[config.mk]
export PLATFORM = sky130hd
export DESIGN_NAME = key_debounce_conditioner_flat
export DESIGN_NICKNAME = d
export VERILOG_FILES = /design/src/rtl/key_debounce_conditioner_pkg.sv /design/src/rtl/key_debounce_conditioner_if.sv /design/src/rtl/key_debounce_conditioner_channel.sv /design/src/rtl/key_debounce_conditioner.sv /design/src/flat_wrapper.sv
export SDC_FILE = /design/constraint.sdc
export NUM_CORES = 1
export LEC_CHECK = 0
export CORE_MARGIN = 2
export CORE_UTILIZATION = 39
export DETAILED_ROUTE_END_ITERATION = 6
export PLACE_DENSITY = 0.57
export SLEW_MARGIN = 20
export SYNTH_ARGS = -nofsm -noshare
export SYNTH_HDL_FRONTEND = slang
export SYNTH_SLANG_ARGS = --single-unit
[constraint.sdc]
create_clock -name clk_clk -period 2.48 [get_ports clk_clk]
set_input_delay 0.496 -clock clk_clk [delete_from_list [all_inputs] [get_ports clk_clk]]
set_output_delay 0.496 -clock clk_clk [all_outputs]
set_load 0.1 [all_outputs]
[src/rtl/key_debounce_conditioner_pkg.sv]
`default_nettype none
// ============================================================================
//  Module   : key_cond_pkg
//  Brief    : Shared constants and sizing helpers for the key conditioner.
//  Revision : 1.0
// ============================================================================
package key_cond_pkg;

    localparam logic KEY_RELEASED = 1'b1;

    function automatic int calc_stable_cycles(input int clk_hz, input int debounce_ms);
        return (clk_hz / 1000) * debounce_ms;
    endfunction

    function automatic int cnt_width(input int stable);
        return (stable < 1) ? 1 : $clog2(stable + 1);
    endfunction

endpackage
`default_nettype wire

[src/rtl/key_debounce_conditioner_if.sv]
`default_nettype none
// ============================================================================
//  Module   : key_debounce_conditioner_if
//  Brief    : Raw key inputs and conditioned key outputs as one bundle.
//  Revision : 1.0
// ============================================================================
interface key_debounce_conditioner_if #(
    parameter int NUM_KEYS = 4
);
    logic [NUM_KEYS-1:0] key_n_raw;
    logic [NUM_KEYS-1:0] key_export;
    logic [NUM_KEYS-1:0] key_pressed;
    logic [NUM_KEYS-1:0] key_released;
    logic                key_any;

    modport master (
        output key_n_raw,
        input  key_export,
        input  key_pressed,
        input  key_released,
        input  key_any
    );

    modport slave (
        input  key_n_raw,
        output key_export,
        output key_pressed,
        output key_released,
        output key_any
    );
endinterface
`default_nettype wire

[src/rtl/key_debounce_conditioner_channel.sv]
`default_nettype none
// ============================================================================
//  Module   : debounce_channel
//  Brief    : One key: synchroniser, stability counter, level and edge pulses.
//  Revision : 1.0
// ============================================================================
module debounce_channel
    import key_cond_pkg::*;
#(
    parameter int STABLE_CYCLES = 4,
    parameter int SYNC_STAGES   = 2,
    parameter int CNT_W         = 3
) (
    input  wire logic clk,
    input  wire logic rst,
    input  wire logic i_key_n,
    output logic      o_state,
    output logic      o_state_nxt,
    output logic      o_pressed,
    output logic      o_released
);

    // One capture flop ahead of the synchroniser proper, so a new level
    // reaches key_export SYNC_STAGES + STABLE_CYCLES edges after capture.
    localparam int               c_CHAIN    = SYNC_STAGES + 1;
    localparam logic [CNT_W-1:0] c_CNT_LAST = CNT_W'(STABLE_CYCLES - 1);

    logic [c_CHAIN-1:0] r_sync;
    logic               r_state;
    logic [CNT_W-1:0]   r_cnt;
    logic               r_pressed;
    logic               r_released;

    logic               w_sync;
    logic               w_state_nxt;
    logic [CNT_W-1:0]   w_cnt_nxt;
    logic               w_pressed_nxt;
    logic               w_released_nxt;

    assign w_sync = r_sync[c_CHAIN-1];

    always_comb begin
        w_state_nxt    = r_state;
        w_cnt_nxt      = '0;
        w_pressed_nxt  = 1'b0;
        w_released_nxt = 1'b0;
        if (w_sync != r_state) begin
            if (r_cnt == c_CNT_LAST) begin
                w_state_nxt    = w_sync;
                w_pressed_nxt  = (w_sync != KEY_RELEASED);
                w_released_nxt = (w_sync == KEY_RELEASED);
            end else begin
                w_cnt_nxt = r_cnt + 1'b1;
            end
        end
    end

    always_ff @(posedge clk) begin
        if (rst) begin
            r_sync     <= '1;
            r_state    <= KEY_RELEASED;
            r_cnt      <= '0;
            r_pressed  <= 1'b0;
            r_released <= 1'b0;
        end else begin
            r_sync     <= {r_sync[c_CHAIN-2:0], i_key_n};
            r_state    <= w_state_nxt;
            r_cnt      <= w_cnt_nxt;
            r_pressed  <= w_pressed_nxt;
            r_released <= w_released_nxt;
        end
    end

    assign o_state     = r_state;
    assign o_state_nxt = w_state_nxt;
    assign o_pressed   = r_pressed;
    assign o_released  = r_released;

endmodule
`default_nettype wire

[src/rtl/key_debounce_conditioner.sv]
`default_nettype none
// ============================================================================
//  Module   : key_debounce_conditioner
//  Brief    : Debounces NUM_KEYS active-low buttons for the key PIO.
//  Revision : 1.0
// ============================================================================
module key_debounce_conditioner
    import key_cond_pkg::*;
#(
    parameter int NUM_KEYS    = 4,
    parameter int CLK_HZ      = 50000000,
    parameter int DEBOUNCE_MS = 10,
    parameter int SYNC_STAGES = 2
) (
    input  wire logic                   clk_clk,
    input  wire logic                   reset_reset,
    key_debounce_conditioner_if.slave   bus
);

    localparam int c_STABLE_CYCLES = calc_stable_cycles(CLK_HZ, DEBOUNCE_MS);
    localparam int c_CNT_W         = cnt_width(c_STABLE_CYCLES);

    logic [NUM_KEYS-1:0] w_state_nxt;
    logic                r_key_any;

    generate
        for (genvar gi = 0; gi < NUM_KEYS; gi++) begin : g_chan
            debounce_channel #(
                .STABLE_CYCLES (c_STABLE_CYCLES),
                .SYNC_STAGES   (SYNC_STAGES),
                .CNT_W         (c_CNT_W)
            ) u_chan (
                .clk         (clk_clk),
                .rst         (reset_reset),
                .i_key_n     (bus.key_n_raw[gi]),
                .o_state     (bus.key_export[gi]),
                .o_state_nxt (w_state_nxt[gi]),
                .o_pressed   (bus.key_pressed[gi]),
                .o_released  (bus.key_released[gi])
            );
        end
    endgenerate

    // Built from next-state so it moves on the same edge as key_export.
    always_ff @(posedge clk_clk) begin
        if (reset_reset) begin
            r_key_any <= 1'b0;
        end else begin
            r_key_any <= |(~w_state_nxt);
        end
    end

    assign bus.key_any = r_key_any;

endmodule
`default_nettype wire

[src/flat_wrapper.sv]
// flat-port wrapper written by rule: the top's interface ports become plain ports
module key_debounce_conditioner_flat import key_cond_pkg::*;
#(
    parameter int NUM_KEYS    = 4,
    parameter int CLK_HZ      = 50000000,
    parameter int DEBOUNCE_MS = 10,
    parameter int SYNC_STAGES = 2
)
  (clk_clk, reset_reset, bus_key_n_raw, bus_key_export, bus_key_pressed, bus_key_released, bus_key_any);
  key_debounce_conditioner_if #(.NUM_KEYS(NUM_KEYS)) bus_i ();
  input  wire logic clk_clk;
  input  wire logic reset_reset;
  input wire logic [$bits(bus_i.key_n_raw)-1:0] bus_key_n_raw;
  output wire logic [$bits(bus_i.key_export)-1:0] bus_key_export;
  output wire logic [$bits(bus_i.key_pressed)-1:0] bus_key_pressed;
  output wire logic [$bits(bus_i.key_released)-1:0] bus_key_released;
  output wire logic [$bits(bus_i.key_any)-1:0] bus_key_any;
  assign bus_i.key_n_raw = bus_key_n_raw;
  assign bus_key_export = bus_i.key_export;
  assign bus_key_pressed = bus_i.key_pressed;
  assign bus_key_released = bus_i.key_released;
  assign bus_key_any = bus_i.key_any;
  key_debounce_conditioner #(.NUM_KEYS(NUM_KEYS), .CLK_HZ(CLK_HZ), .DEBOUNCE_MS(DEBOUNCE_MS), .SYNC_STAGES(SYNC_STAGES)) u_core (.clk_clk(clk_clk), .reset_reset(reset_reset), .bus(bus_i));
endmodule
==> flow_metrics.env <==
export IMPL_viasPerCell=4.74
export IMPL_finalPower_mw=2.68
export IMPL_antenna_found_initial=0
export IMPL_num_io_pins=19
export IMPL_syn_nets=459
export IMPL_tightest_slew_ns=0.708
export IMPL_cts_repair_resized=0
export IMPL_max_stage_delay_ns=0.53
export IMPL_syn_cell_area_sq_um=4120
export IMPL_pwr_share_seq_pct=61.0
export IMPL_cp_start_kind="flop"
export IMPL_post_cts_buffers=0
export IMPL_layout_min_cycle_time_ns=2.07
export IMPL_final_cell_mix="dfxtp_1, nor2_1, xor2_1, nand2_1, nand3_1"
export IMPL_reg2reg_depth=5
export IMPL_postCtsHoldBufs=0
export IMPL_avgSynthCellArea_sq_um=9.17
export IMPL_row_count=37
export IMPL_path_class="reg -> reg"
export IMPL_yosysSeqAreaShare_pct=49.1
export IMPL_vias=2857
export IMPL_hold_path_class="reg -> reg"
export IMPL_firstDrtPassIters=4
export IMPL_power_density_nw_per_um2=592
export IMPL_pwr_share_clk_pct=37.8
export IMPL_leakage_nw=1.49
export IMPL_die_w_microns=107
export IMPL_synthArstFlopShare_pct=0
export IMPL_die_h_microns=107
export IMPL_required_ns=2.72
export IMPL_drt_iter0_markers=99
export IMPL_core_sq_um=10300
export IMPL_placed_area_sq_um=4330
export IMPL_fmax_ghz=0.484
export IMPL_grt_first_pass_wirelength_microns=12100
export IMPL_p_int_mw=2.14
export IMPL_ir_worst_vdd_uv=270
export IMPL_gp_congestion=0.754
export IMPL_sw_frac_of_total_pct=20.2
export IMPL_crit_slowest_cell="or4b_1"
export IMPL_finClkSkew_ns=0.00835
export IMPL_synth_edf_count=0
export IMPL_tritoncts="built"
export IMPL_setup_viol=0
export IMPL_grt_start_max_net_pins=19
export IMPL_ys_types=34
export IMPL_power_frac_comb_pct=1.2
export IMPL_area_growth_pct=9.91
export IMPL_final_common_cell="dfxtp_1"
export IMPL_synth_flop_cell="dfxtp_1"
export IMPL_whs_ns=0.413
export IMPL_drc=0
export IMPL_fin_nets=472
export IMPL_final_hold_violation_count=0
export IMPL_clock_sinks=101
export IMPL_worst_path_stages=5
export IMPL_wl_per_cell_microns=11.4
export IMPL_worst_slack_ns=0.412
export IMPL_ys_warnings_count=0
export IMPL_numPortBuffers=18
export IMPL_track_usage_pct=13.2
export IMPL_path_buf_inv=0
export IMPL_path_cells="or4b_1, nor4_1, nand3_1, mux2i_1, o41a_1"
export IMPL_maxCapViolCount=0
export IMPL_clkTransAtPathRegs_ns=0.09
export IMPL_drive_above_1_share_pct=10.7
export IMPL_htreeDepth=3
export IMPL_ant_nets=0
export IMPL_root_buffer="clkbuf_8"
export IMPL_dieArea_sq_um=11400
export IMPL_finalInstanceArea_sq_um=4530
export IMPL_setup_worst_path_end_class="flop"
export IMPL_slew_headroom_pct=52.4
export IMPL_routed_wirelength_microns=6890
export IMPL_ys_seq_elements=101
export IMPL_dp_worst_setup_slack_ns=0.417
export IMPL_grt_pass1_vias=2749
export IMPL_grt_setup_unrepaired="no"
export IMPL_critPathTopFamily="simple AND/OR/NAND/NOR gates"
export IMPL_overflow=0
export IMPL_netlist_instances=449
export IMPL_setup_total_negative_slack_ns=0
export IMPL_cts_buffers=9
export IMPL_fin_crit_sh_pct=83.4
export IMPL_initial_core_util_pct=40.1
export IMPL_crit_arrival_ns=2.31
export IMPL_crit_path_max_fanout=5
export IMPL_status="finished clean"
export IMPL_power_switching_uw=540
export IMPL_clockBufferDepth=2
export IMPL_whs_path_depth=1
export IMPL_report_final_slew_viol_count=0
export IMPL_dp_hpwl_microns=4920
export IMPL_clk_latency_ns=0.36
export IMPL_diodes=0
## cell usage after synthesis, drive strengths merged (6+ instances only)
library cell / instances / area share, %
and3: 8 / 1.2
nand2b: 16 / 2.4
buf: 15 / 2.8
or2: 13 / 2.0
nor3: 8 / 0.97
nor4: 6 / 0.91
nand2: 31 / 2.9
dfxtp: 101 / 49
nand3: 28 / 3.4
and4: 7 / 1.5
nor2: 92 / 8.4
xnor2: 23 / 4.9
nand4: 17 / 2.6
xor2: 45 / 9.6
## final cells by class
class                   count  area, sq um
fillers                  1025         5750
multi-input cells         323         1940
clock inverters             4         47.5
repair buffers             22          178
clock buffers              12          145
well taps                 136          170
inverters                   5         18.8
flip-flops and latches    101         2020
## registers in the layout, summed over array words and instances, names as in the netlist
signal	cells
u_core.g_chan.u_chan.o_pressed	4
u_core.g_chan.u_chan.o_released	4
u_core.g_chan.u_chan.o_state	4
u_core.g_chan.u_chan.r_cnt	76
u_core.g_chan.u_chan.r_sync	12
u_core.bus.key_any	1
## worst paths after layout
| path | startpoint | to | slack, ns |
|---|---|---|---|
| min | u_core.g_chan[3].u_chan.r_sync[0] | u_core.g_chan[3].u_chan.r_sync[1] | 0.41 |
| max | u_core.g_chan[1].u_chan.r_cnt[10] | u_core.bus.key_any | 0.41 |
| max reg2reg | u_core.g_chan[1].u_chan.r_cnt[10] | u_core.bus.key_any | 0.41 |
| min reg2reg | u_core.g_chan[3].u_chan.r_sync[0] | u_core.g_chan[3].u_chan.r_sync[1] | 0.41 |
## power groups by stage
stage               registers [mW]  logic (mW)  clock network [mW]
floorplan                     1.67      0.0192                   0
global placement              1.67      0.0325                   0
detailed placement            1.67      0.0331                   0
CTS                           1.63      0.0330                1.06
global route                  1.63      0.0366                1.11
finish                        1.63      0.0322                1.01
## per-layer routing
layer	GRT usage (%)	vias to the layer above	part of all wire (%)
met2	21.5	28	45
met1	16.5	1312	50
met4	5.84	0	2.0
met3	3.10	11	2.4
li1	-	1506	-
met5	0	-	0
## metrics by stage
step                      util [%]  instances
after global placement        42.2        587
after CTS                     44.0        603
after floorplan                  -        449
after global routing          44.0        603
final                         44.0        603
after detailed placement      42.2        587
## cell families (layout without fill, tap and decap cells)
group                      count (synthesis)  count (layout)  synth area share, %
DFF                                      101             101                 49.1
muxes                                      4               4                0.972
xor gates and xnor gates                  68              68                 14.5
and+or+nand+nor                          242             242                 29.7
AOI/OAI and AO/OA                          5               5                0.820
buffers and inverters                     25              43                 3.68
adders and majority gates                  4               4                 1.22
No activity file was read; power rests on OpenSTA's default activity.
